`src/rtl/pwm_pattern_engine.sv`:
```
// pwm_pattern_engine
//   N-channel LED PWM pattern engine. A per-channel duty pattern is stepped
//   on a prescaled tick enable. The step can hold, rotate up, rotate down or
//   bounce. Every duty is scaled by a global brightness. New duties reach the
//   outputs only at PWM period boundaries, so the outputs never glitch.
//
//   Ports:
//     clk         system clock, the only clock
//     reset       synchronous, active-high reset
//     enable      1 = prescaler runs, 0 = prescaler frozen (no steps)
//     mode        00 hold, 01 rotate up, 10 rotate down, 11 bounce
//     brightness  global scale factor; all-ones leaves duties unchanged
//     pwm_out     registered PWM outputs, bit i = channel i
//     step_pulse  one-cycle pulse in the cycle the pattern has just stepped
//     head_pos    index of the channel that holds the full-duty head
module pwm_pattern_engine #(
  parameter int unsigned NUM_CH    = 16,
  parameter int unsigned PWM_WIDTH = 8,
  parameter int unsigned TICK_DIV  = 10_000_000
) (
  input  logic                      clk,
  input  logic                      reset,
  input  logic                      enable,
  input  logic [1:0]                mode,
  input  logic [PWM_WIDTH-1:0]      brightness,
  output logic [NUM_CH-1:0]         pwm_out,
  output logic                      step_pulse,
  output logic [$clog2(NUM_CH)-1:0] head_pos
);

  localparam int unsigned W     = PWM_WIDTH;
  localparam int unsigned HW    = $clog2(NUM_CH);
  localparam int unsigned PW    = (TICK_DIV > 1) ? $clog2(TICK_DIV) : 1;
  localparam int unsigned PRODW = 2 * W + 1;
  localparam int unsigned PATW  = NUM_CH * W;

  localparam logic [PW-1:0] PRESC_LAST = PW'(TICK_DIV - 1);
  localparam logic [W-1:0]  DUTY_MAX   = '1;
  localparam logic [W-1:0]  CNT_LAST   = DUTY_MAX - W'(1);
  localparam logic [HW-1:0] HEAD_LAST  = HW'(NUM_CH - 1);

  typedef enum logic [1:0] {
    MODE_HOLD   = 2'b00,
    MODE_UP     = 2'b01,
    MODE_DOWN   = 2'b10,
    MODE_BOUNCE = 2'b11
  } mode_e;

  typedef enum logic {
    DIR_UP,
    DIR_DOWN
  } dir_e;

  // Comet shape: full duty on channel 0, halving toward higher channels.
  function automatic logic [PATW-1:0] init_pattern();
    logic [PATW-1:0] p;
    p = '0;
    for (int unsigned k = 0; k < NUM_CH; k++) begin
      if (k < W) begin
        p[k*W +: W] = DUTY_MAX >> k;
      end
    end
    return p;
  endfunction

  localparam logic [PATW-1:0] PATTERN_RESET = init_pattern();

  // Channel i occupies bits [i*W +: W] of each flattened duty vector.
  logic [PATW-1:0]   pattern_q, pattern_d;
  logic [PATW-1:0]   eff_q, eff_d;
  logic [PATW-1:0]   active_q, active_d;
  logic [W-1:0]      cnt_q, cnt_d;
  logic [PW-1:0]     presc_q, presc_d;
  dir_e              dir_q, dir_d;
  logic [NUM_CH-1:0] pwm_out_q, pwm_out_d;
  logic              step_pulse_q, step_pulse_d;
  logic [HW-1:0]     head_q, head_d;

  mode_e mode_sel;
  logic  tick;
  logic  boundary;
  logic  rot_up;
  logic  rot_dn;
  logic [W:0] bright_p1;

  assign mode_sel  = mode_e'(mode);
  assign tick      = enable && (presc_q == PRESC_LAST);
  assign boundary  = (cnt_q == CNT_LAST);
  assign bright_p1 = {1'b0, brightness} + (W+1)'(1);

  always_ff @(posedge clk) begin
    if (reset) begin
      pattern_q    <= PATTERN_RESET;
      eff_q        <= '0;
      active_q     <= '0;
      cnt_q        <= '0;
      presc_q      <= '0;
      dir_q        <= DIR_UP;
      pwm_out_q    <= '0;
      step_pulse_q <= 1'b0;
      head_q       <= '0;
    end else begin
      pattern_q    <= pattern_d;
      eff_q        <= eff_d;
      active_q     <= active_d;
      cnt_q        <= cnt_d;
      presc_q      <= presc_d;
      dir_q        <= dir_d;
      pwm_out_q    <= pwm_out_d;
      step_pulse_q <= step_pulse_d;
      head_q       <= head_d;
    end
  end

  // Bounce direction: flips only when a bounce step meets an end channel.
  always_comb begin
    dir_d = dir_q;
    if (tick && (mode_sel == MODE_BOUNCE)) begin
      if ((dir_q == DIR_UP) && (head_q == HEAD_LAST)) begin
        dir_d = DIR_DOWN;
      end else if ((dir_q == DIR_DOWN) && (head_q == '0)) begin
        dir_d = DIR_UP;
      end
    end
  end

  // Rotation for this tick. In bounce mode the end-of-travel turnaround
  // already rotates in the new direction during the same tick.
  always_comb begin
    rot_up = 1'b0;
    rot_dn = 1'b0;
    if (tick) begin
      case (mode_sel)
        MODE_HOLD:   ;
        MODE_UP:     rot_up = 1'b1;
        MODE_DOWN:   rot_dn = 1'b1;
        MODE_BOUNCE: begin
          if ((dir_q == DIR_UP) && (head_q == HEAD_LAST)) begin
            rot_dn = 1'b1;
          end else if ((dir_q == DIR_DOWN) && (head_q == '0)) begin
            rot_up = 1'b1;
          end else if (dir_q == DIR_UP) begin
            rot_up = 1'b1;
          end else begin
            rot_dn = 1'b1;
          end
        end
        default: ;
      endcase
    end
  end

  always_comb begin
    pattern_d    = pattern_q;
    head_d       = head_q;
    presc_d      = presc_q;
    cnt_d        = boundary ? '0 : cnt_q + W'(1);
    step_pulse_d = tick;

    if (enable) begin
      presc_d = (presc_q == PRESC_LAST) ? '0 : presc_q + PW'(1);
    end

    if (rot_up) begin
      pattern_d = {pattern_q[PATW-W-1:0], pattern_q[PATW-1 -: W]};
      head_d    = (head_q == HEAD_LAST) ? '0 : head_q + HW'(1);
    end else if (rot_dn) begin
      pattern_d = {pattern_q[W-1:0], pattern_q[PATW-1:W]};
      head_d    = (head_q == '0) ? HEAD_LAST : head_q - HW'(1);
    end
  end

  for (genvar i = 0; i < NUM_CH; i++) begin : g_ch
    logic [PRODW-1:0] prod;

    // (2^W-1)*2^W >> W still fits in W bits, so the truncation is lossless.
    assign prod                = PRODW'(pattern_q[i*W +: W]) * PRODW'(bright_p1);
    assign eff_d[i*W +: W]     = W'(prod >> W);
    assign active_d[i*W +: W]  = boundary ? eff_q[i*W +: W] : active_q[i*W +: W];
    assign pwm_out_d[i]        = (cnt_q < active_q[i*W +: W]);
  end

  assign pwm_out    = pwm_out_q;
  assign step_pulse = step_pulse_q;
  assign head_pos   = head_q;

endmodule

```
`config.mk`:
```
export PLATFORM = sky130hd
export DESIGN_NAME = pwm_pattern_engine
export DESIGN_NICKNAME = d
export VERILOG_FILES = /design/src/rtl/pwm_pattern_engine.sv
export SDC_FILE = /design/constraint.sdc
export NUM_CORES = 2
export LEC_CHECK = 0
export CELL_PAD_IN_SITES_DETAIL_PLACEMENT = 1
export CELL_PAD_IN_SITES_GLOBAL_PLACEMENT = 1
export CORE_MARGIN = 2
export CORE_UTILIZATION = 55
export DETAILED_ROUTE_END_ITERATION = 16
export PLACE_DENSITY_LB_ADDON = 0.1
export SLEW_MARGIN = 20
export SYNTH_ARGS = -nofsm -noshare
export SYNTH_HDL_FRONTEND = slang
export SYNTH_SLANG_ARGS = --single-unit
```
`constraint.sdc`:
```
create_clock -name clk -period 14.4 [get_ports clk]
set_input_delay 2.88 -clock clk [delete_from_list [all_inputs] [get_ports clk]]
set_output_delay 2.88 -clock clk [all_outputs]
set_load 0.02 [all_outputs]
```
==> flow_metrics.tcl <==
set metrics [dict create \
    status "finished clean" \
    die-area_um2 99300 \
    ir_worst_vdd_mv 0.0815 \
    cap_violations 0 \
    cts_sinks 438 \
    grt_first_pass_wirelength_um 243000 \
    core_um2 96300 \
    synth_warnings 0 \
    io_buffer_count 33 \
    slew_headroom_pct 26.4 \
    synthMuxAreaShare_pct 2.83 \
    synth-xor-area-share_pct 2.83 \
    postSynth.asyncResetShare_pct 0 \
    post-route-period-util_pct 62.9 \
    grt_pass1_vias 45800 \
    synth-main-ff-cell "dfxtp_1" \
    clk_latency_ps 670 \
    switching_share_pct 36.8 \
    ys_types 58 \
    grt_overflow_total 0 \
    ys_seq_elements 438 \
    viasPerCell 5.74 \
    cts_made_buffers 55 \
    cp_data_arrival_time_ps 9640 \
    most-common-layout-cells "inv_1, and2_1, fa_1" \
    area_growth_pct 5.10 \
    final_common_cell "inv_1" \
    clock_skew_ps 27.5 \
    worstHoldStart "eff_q[46]" \
    drive_gt1_share_pct 3.22 \
    layout.nets 7168 \
    syn_nets 7424 \
    die_h_um 315 \
    endpoint "eff_q[111]" \
    die_w_um 315 \
    hold_depth 2 \
    p_per_area_nw_per_um2 79.1 \
    synthCells 6141 \
    grt_antenna_before_repair 4 \
    worst_pin_slew_ps 1100 \
    grt_use_total_pct 30.7 \
    synth_top_family_by_area "adder cells" \
    cts_root_buffer "clkbuf_16" \
    io_pins 34 \
    worstRegToRegCells 15 \
    slew_violations 0 \
    critPathMaxFanout 58 \
    drt-total-wl_um 148000 \
    post_cts_buffers 0 \
    p_total_mw 4.42 \
    critPathLaunch "brightness[0]" \
    dr.pass1.iters 5 \
    synth-compound-area-share_pct 8.77 \
    rrSetupSlack_ps 9580 \
    ys_seq_area_share_pct 16.5 \
    p_clk_share_pct 32.5 \
    cellInternalPower_mw 2.79 \
    antenna_left 0 \
    finalCriticalPeriod_ps 9060 \
    hold_class "flip-flop to flip-flop" \
    p_leak_nw 26.4 \
    reg2reg_from "pattern_q[98]" \
    setup_viol 0 \
    worstSetupStartpointType "input pin" \
    synth-edff-count 0 \
    p_seq_share_pct 28.9 \
    hold_buffers 0 \
    cts_max_level 2 \
    postCtsResizedCells 0 \
    wire_per_inst_um 20.5 \
    rsz0062_at_grt "no" \
    critPathKind "input pin to flip-flop" \
    rows 114 \
    combPwrFrac_pct 38.6 \
    post_synth.cell_area_avg_um2 8.67 \
    end_kind "flip-flop" \
    hold_viol 0 \
    fillers 11300 \
    netlist_area_um2 53200 \
    crit_required_ps 14990 \
    diodes 0 \
    vias 41400 \
    max_freq_mhz 110 \
    cts.clk_slew.worst_paths_ps 60 \
    gp_congestion 0.846 \
    initial_core_util_pct 55.3 \
    setup_tns_ps 0 \
    synthAdderAreaFrac_pct 38.9 \
    dpl.hpwl_um 99400 \
    p_switching_mw 1.63 \
    ctsLongestPathBuffers 3 \
    r2r-end "eff_q[100]" \
    grt_max_degree 186 \
    drcViolationCount 0 \
    drtIter0Drc 2122 \
    synthSimpleGateAreaFrac_pct 20.7 \
    tritoncts "done" \
]
## kinds of logic (layout without fill, tap and decap cells)
kind of cell | count (synthesis) | after routing
muxes | 148 | 148
buffers and inverters | 1319 | 1107
DFF | 438 | 438
AOI/OAI and AO/OA | 717 | 717
xor gates and xnor gates | 172 | 172
and+or+nand+nor | 2077 | 2077
adders and majority gates | 1270 | 1270
## power by group through the flow
stage / logic (mW) / registers, mW / clock network, mW
after detailed placement: 1.69 / 1.31 / 0
after global routing: 1.96 / 1.28 / 1.51
final: 1.71 / 1.28 / 1.44
after floorplan: 1.28 / 1.31 / 0
after global placement: 1.63 / 1.30 / 0
after CTS: 1.71 / 1.28 / 1.47
## metrics by stage
step                hold WS [ps]  util, %  cells  cell area [µm²]  setup slack, ps
floorplan                    417        -   6141            53200             6700
global placement             419     56.2   7104            54100             4890
detailed placement           427     56.2   7104            54100             4720
CTS                          429     58.1   7205            55900             5420
global route                 442     58.1   7205            55900             4990
finish                       431     58.1   7205            55900             5340
## sequential cells by signal (all words and copies together), names as in the netlist
signal / cells
cnt_q: 8
pattern_q: 128
head_pos: 4
presc_q: 24
pwm_out: 16
eff_q: 128
step_pulse: 1
active_q: 128
dir_q: 1
## cell type report
class	count	area (µm²)	area share [%]
clock buffers	73	1560	2.78
clock inverters	28	294	0.526
inverters	937	3520	6.29
multi-input cells	4384	39500	70.7
flip-flops and latches	438	8770	15.7
well taps	1276	1600	2.85
repair buffers	69	678	1.21
## cells in the mapped netlist (all sizes together), types with 25 or more instances
master / n / share of area (%)
a211oi: 124 / 1.9
a21o: 103 / 1.5
a21oi: 264 / 2.5
and2: 813 / 9.6
buf: 48 / 0.57
clkbuf: 334 / 2.4
dfxtp: 438 / 16
fa: 640 / 24
ha: 630 / 15
inv: 937 / 6.6
mux2i: 130 / 2.4
nand2: 528 / 3.7
nand2b: 34 / 0.40
nand3: 61 / 0.57
nand4: 26 / 0.31
nand4b: 25 / 0.41
nor2: 264 / 1.9
nor2b: 111 / 1.3
nor3: 98 / 0.92
nor4: 30 / 0.36
o21a: 43 / 0.61
o21ai: 89 / 0.84
xnor2: 110 / 1.8
xor2: 62 / 1.0
## how the worst min path moves through the flow
stage	endpoint	slack, ps
after floorplan	active_q[0]	420
after global placement	active_q[125]	420
after detailed placement	active_q[3]	430
after CTS	active_q[46]	430
after global routing	active_q[122]	440
final	active_q[46]	430
## critical path, cell delays in order
cell      delay, ps
buf_4           400
buf_4           480
nand2_1          90
nor2_1          320
xor2_4          620
buf_4           720
nand2_1         210
fa_1            460
inv_1            70
fa_1            440
fa_1            550
inv_1            50
fa_1            470
inv_1            40
ha_1            370
nand3_1         130
or3_1           380
a31oi_1         320
o211ai_1        190
and3_1          200
nor3_1          130
## layer usage
layer	share of wire [%]	wire, µm	global-route usage (%)
met1	44	65400	40.1
met2	49	71900	53.3
met3	4.5	6690	3.66
met4	2.6	3860	8.71
met5	0.032	48	0
No activity file was read; power rests on OpenSTA's default activity.
